### src/rtl/div_unit.sv
// Radix-2 restoring RV32M divider (DIV/DIVU/REM/REMU); XLEN+1 busy cycles, zero for divide-by-zero/overflow.
// Stalls the pipeline via div_busy; holds div_result in DONE until ex_advance, and flush kills the operation at once.
module div_unit #(
    parameter int XLEN  = 32,
    parameter int CNT_W = $clog2(XLEN)
) (
    input  logic            clk,
    input  logic            reset_n,
    input  logic            div_start,
    input  logic [1:0]      div_op,
    input  logic [XLEN-1:0] rs1,
    input  logic [XLEN-1:0] rs2,
    input  logic            ex_advance,
    input  logic            flush,
    output logic            div_busy,
    output logic            div_done,
    output logic [XLEN-1:0] div_result
);

    typedef enum logic [1:0] {IDLE, BUSY, DONE} state_t;

    state_t            state;
    logic [CNT_W-1:0]  cnt;
    logic [XLEN-1:0]   rem_q, quo_q, dvsr_q, result_q;
    logic              neg_q, neg_r, sel_rem;

    logic              is_signed, div_zero, overflow, special;
    logic [XLEN-1:0]   special_val, abs1, abs2;
    logic [XLEN:0]     shifted, trial;
    logic [XLEN-1:0]   rem_nx, quo_nx, q_fix, r_fix;

    always_comb begin
        is_signed   = ~div_op[0];
        div_zero    = (rs2 == '0);
        overflow    = is_signed && (rs1 == {1'b1, {(XLEN-1){1'b0}}}) && (rs2 == '1);
        special     = (state == IDLE) && div_start && !flush && (div_zero || overflow);
        // Overflow quotient equals the dividend itself (the most negative value).
        if (div_zero)
            special_val = div_op[1] ? rs1 : '1;
        else
            special_val = div_op[1] ? '0 : rs1;
        abs1 = (is_signed && rs1[XLEN-1]) ? -rs1 : rs1;
        abs2 = (is_signed && rs2[XLEN-1]) ? -rs2 : rs2;
    end

    // One restoring step: shift {rem, quo} left, keep the trial difference when non-negative.
    always_comb begin
        shifted = {rem_q, quo_q[XLEN-1]};
        trial   = shifted - {1'b0, dvsr_q};
        if (!trial[XLEN]) begin
            rem_nx = trial[XLEN-1:0];
            quo_nx = {quo_q[XLEN-2:0], 1'b1};
        end else begin
            rem_nx = shifted[XLEN-1:0];
            quo_nx = {quo_q[XLEN-2:0], 1'b0};
        end
        q_fix = neg_q ? -quo_nx : quo_nx;
        r_fix = neg_r ? -rem_nx : rem_nx;
    end

    // div_busy must not depend on ex_advance: the controller derives its EX/MEM enable from it.
    always_comb begin
        div_busy   = !flush && ((state == BUSY) ||
                                ((state == IDLE) && div_start && !(div_zero || overflow)));
        div_done   = !flush && ((state == DONE) || special);
        div_result = special ? special_val : result_q;
    end

    always_ff @(posedge clk or negedge reset_n) begin
        if (!reset_n) begin
            state    <= IDLE;
            cnt      <= '0;
            rem_q    <= '0;
            quo_q    <= '0;
            dvsr_q   <= '0;
            result_q <= '0;
            neg_q    <= 1'b0;
            neg_r    <= 1'b0;
            sel_rem  <= 1'b0;
        end else if (flush) begin
            state <= IDLE;
        end else begin
            case (state)
                IDLE: begin
                    if (div_start && !div_zero && !overflow) begin
                        rem_q   <= '0;
                        quo_q   <= abs1;
                        dvsr_q  <= abs2;
                        neg_q   <= is_signed && (rs1[XLEN-1] ^ rs2[XLEN-1]);
                        neg_r   <= is_signed && rs1[XLEN-1];
                        sel_rem <= div_op[1];
                        cnt     <= CNT_W'(XLEN-1);
                        state   <= BUSY;
                    end
                end
                BUSY: begin
                    rem_q <= rem_nx;
                    quo_q <= quo_nx;
                    cnt   <= cnt - 1'b1;
                    if (cnt == '0) begin
                        result_q <= sel_rem ? r_fix : q_fix;
                        state    <= DONE;
                    end
                end
                DONE: begin
                    if (ex_advance)
                        state <= IDLE;
                end
                default: state <= IDLE;
            endcase
        end
    end

endmodule

### config.mk
export PLATFORM = sky130hd
export DESIGN_NAME = div_unit
export DESIGN_NICKNAME = d
export VERILOG_FILES = /design/src/rtl/div_unit.sv
export SDC_FILE = /design/constraint.sdc
export NUM_CORES = 1
export LEC_CHECK = 0
export BUFFER_PORTS_ARGS = -buffer_cell sky130_fd_sc_hd__buf_2
export CAP_MARGIN = 20
export CORE_UTILIZATION = 61
export CTS_CLUSTER_DIAMETER = 40
export DETAILED_ROUTE_END_ITERATION = 6
export PLACE_DENSITY = 0.81
export SYNTH_ARGS = -nofsm -noshare
export SYNTH_HDL_FRONTEND = slang
export SYNTH_SLANG_ARGS = --single-unit
### constraint.sdc
create_clock -name clk -period 6.1 [get_ports clk]
set_input_delay 0.61 -clock clk [delete_from_list [all_inputs] [get_ports clk]]
set_output_delay 0.61 -clock clk [all_outputs]
set_load 0.01 [all_outputs]
==> impl_metrics.py <==
metrics = {
    "run_status": {
        "outcome": "complete, no violations",
    },
    "yosys": {
        "ys_top_cells_by_area": "dfrtp_1 (30%), o21ai_0 (10%), nand2_1 (7.5%)",
        "ys_warn_count": 0,
        "synthCells": 1562,
        "async_reset_ff_share_pct": 100.0,
        "synthTopCellsByCount": "o21ai_0 (241), nand2_1 (234), dfrtp_1 (138)",
        "seq_area_frac_synth_pct": 29.59,
        "synth.net_count": 1673,
        "synthFlopType": "dfrtp_1",
        "synth_edf_count": 0,
        "synth_area_um2": 11670,
        "avgSynthCellArea_um2": 7.471,
        "ys_ff_latch": 138,
        "synth_cell_types": 79,
        "synth_largest_area_cell": "dfrtp_1",
        "synth_top_cell_area_share_pct": 29.59,
        "yosys.cell_count.top_type": "o21ai_0",
    },
    "worst_setup_path": {
        "worstPathRequired_ns": 6.43,
        "r2r_cells": 21,
        "critPathKind": "flip-flop to flip-flop",
        "rr_startpoint": "quo_q[31]$_DFFE_PN0P_",
        "ff2ff_setup_slack_ns": 0.96,
        "endpoint_kind": "flip-flop",
        "reg2reg_to": "result_q[30]$_DFFE_PN0P_",
        "worstPathArrival_ns": 5.47,
        "start_kind": "flip-flop",
        "critPathMaxFanout": 9,
    },
    "global_routing": {
        "gr-total-overflow": 0,
        "grt_pass1_vias": 11000,
        "grt_max_degree": 88,
        "antenna_found_initial": 0,
        "grt_pass1_wl_mm": 57.46,
        "grtUsageTotal_pct": 36.86,
    },
    "cts": {
        "cts_max_level": 4,
        "numCtsBuffers": 17,
        "root_buffer": "clkbuf_16",
        "clock_latency_ns": 0.44,
        "clkSlewWorstSetupHoldPaths_ns": 0.06,
        "cts.repair.resized": 0,
        "cts.sinks": 138,
        "cts_setup_buffers": 0,
        "hold_buffers": 0,
        "cts_tree": "done",
        "clockBufferDepth": 2,
    },
    "sta": {
        "fin_skew_ns": 0.01254,
        "slew_headroom_pct": 31.31,
        "setup_slack_ns": 0.9590,
        "finalSetupViolCount": 0,
        "fin_crit_ns": 5.141,
        "tightest_slew_ns": 1.030,
        "finalCritPeriodShare_pct": 84.28,
        "slew_violations": 0,
        "tns_ns": 0,
        "timing.fmax_mhz": 194.5,
        "report.final.hold_viol_count": 0,
        "rsz0062_at_grt": "no",
    },
    "detailed_routing": {
        "drtIter0Drc": 1383,
        "wl_per_cell_um": 18.93,
        "detail-route-antenna-nets": 0,
        "wl_mm": 35.15,
        "dr.pass1.iters": 6,
        "drc": 0,
        "vias": 12090,
        "vias_per_cell": 6.509,
    },
    "floorplanning": {
        "dieArea_um2": 19690,
        "coreArea_um2": 18710,
        "rows": 50,
        "start_util_pct": 62.39,
        "die_w_um": 140.3,
        "pin_count": 105,
        "die_y_um": 140.3,
    },
    "placed_design": {
        "place_inst": 1821,
        "dp_hpwl_mm": 25.51,
        "port_buffers": 104,
        "place_area_um2": 12250,
        "gp_congestion": 0.9428,
        "dpl_worst_slack_ns": 1.004,
    },
    "pwr": {
        "vdd_ir_drop_max_mv": 0.2135,
        "power_density_nw_per_um2": 258.1,
        "leakagePower_nw": 5.544,
    },
    "cells_and_area": {
        "nets": 1721,
        "diodes": 0,
        "finalNonFillerCells": 1857,
        "drive_gt1_share_pct": 11.40,
        "fillCellCount": 1562,
        "area_delta_synth_final_pct": 10.63,
        "fin_util_pct": 69.02,
        "final_cell_area_um2": 12910,
    },
    "worst_hold_path": {
        "hp-class": "input pin to asynchronous set/reset pin",
    },
    "flow_run": {
        "maxCapViolations": 0,
    },
}
[sequential cells by signal, summed over array words and instances (netlist names)]
signal / cells
neg_q: 1
state: 2
sel_rem: 1
neg_r: 1
dvsr_q: 32
rem_q: 32
quo_q: 32
result_q: 32
cnt: 5
[worst max-delay path by stage]
stage / end / startpoint
finish: result_q[30]$_DFFE_PN0P_ / quo_q[31]$_DFFE_PN0P_
global route: result_q[30]$_DFFE_PN0P_ / quo_q[31]$_DFFE_PN0P_
CTS: div_result[30] / rs2[0]
detailed placement: div_result[30] / rs2[0]
global placement: div_result[24] / rs2[0]
floorplan: result_q[30]$_DFFE_PN0P_ / quo_q[31]$_DFFE_PN0P_
[layout make-up]
class | count | area (µm²) | area share [%]
multi-input combinational | 1274 | 7646 | 59.23
sequential | 138 | 3453 | 26.75
timing repair buffer | 121 | 699.4 | 5.418
clock buffer | 18 | 439.2 | 3.402
tap | 234 | 292.8 | 2.268
inverter | 58 | 217.7 | 1.686
clock inverter | 14 | 161.4 | 1.250
[metrics by stage]
stage / hold slack [ns] / power [mW]
global route: 0.3274 / 3.494
global placement: 0.4670 / 2.184
CTS: 0.2877 / 3.301
detailed placement: 0.4742 / 2.215
finish: 0.1753 / 3.332
floorplan: 0.3144 / 1.903
[cell families after synthesis]
kind of cell | synth area share [%]
AO/OA/AOI/OAI | 26.30
multiplexers | 2.777
AND/OR/NAND/NOR | 21.99
flip-flops | 29.59
adder cells (fa/ha/maj) | 4.353
XOR/XNOR | 9.907
buffers and inverters | 5.082
[cells in the final DEF (no fill, tap or decap), drive strengths merged, types with 5 or more instances in the layout]
cell type,netlist,layout
ha,39,39
a2111oi,8,8
o41ai,13,13
o31ai,23,23
and2,10,10
o21a,7,7
a211oi,8,8
nand2,234,234
nand2b,16,16
a21oi,127,127
buf,22,121
xnor2,68,68
mux2i,25,25
clkbuf,70,18
a21o,17,17
o21ai,260,260
a31oi,13,13
xor2,64,64
dfrtp,138,138
and3,5,5
o211ai,11,11
or3,16,16
nor3,44,44
nor2,117,117
inv,57,63
clkinv,1,6
nand3,25,25
or4,12,12
nand4,27,27
nor2b,6,6
o22ai,5,5
nor4,16,16
or2,5,5
[where the power goes]
part	switching, mW	internal, mW	total, mW
Clock	0.465	0.624	1.09
Sequential	0.125	1.02	1.15
Combinational	0.699	0.396	1.10
Total	1.29	2.04	3.33
[per-layer routing]
metal,track usage (%),wire length (µm)
met1,51.62,14930
met2,56.71,15880
met3,6.256,3073
met4,14.75,1267
met5,0,0
[worst max-delay path: stages (launching register included)]
cell	delay [ns]
dfrtp_1	0.37
inv_1	0.08
ha_1	0.21
inv_1	0.09
fa_1	0.23
a211oi_1	0.11
o31a_1	0.38
a2111o_1	0.52
a21oi_2	0.25
o21a_1	0.39
nor2_4	0.08
inv_2	0.12
mux2i_1	0.35
ha_1	0.28
nand2_1	0.08
nor4_1	0.35
nor2_1	0.14
nor2_1	0.20
nand4_1	0.21
and4bb_2	0.36
mux2i_1	0.17
nor2_1	0.06
Note: power is estimated with default switching activity, not from simulation.
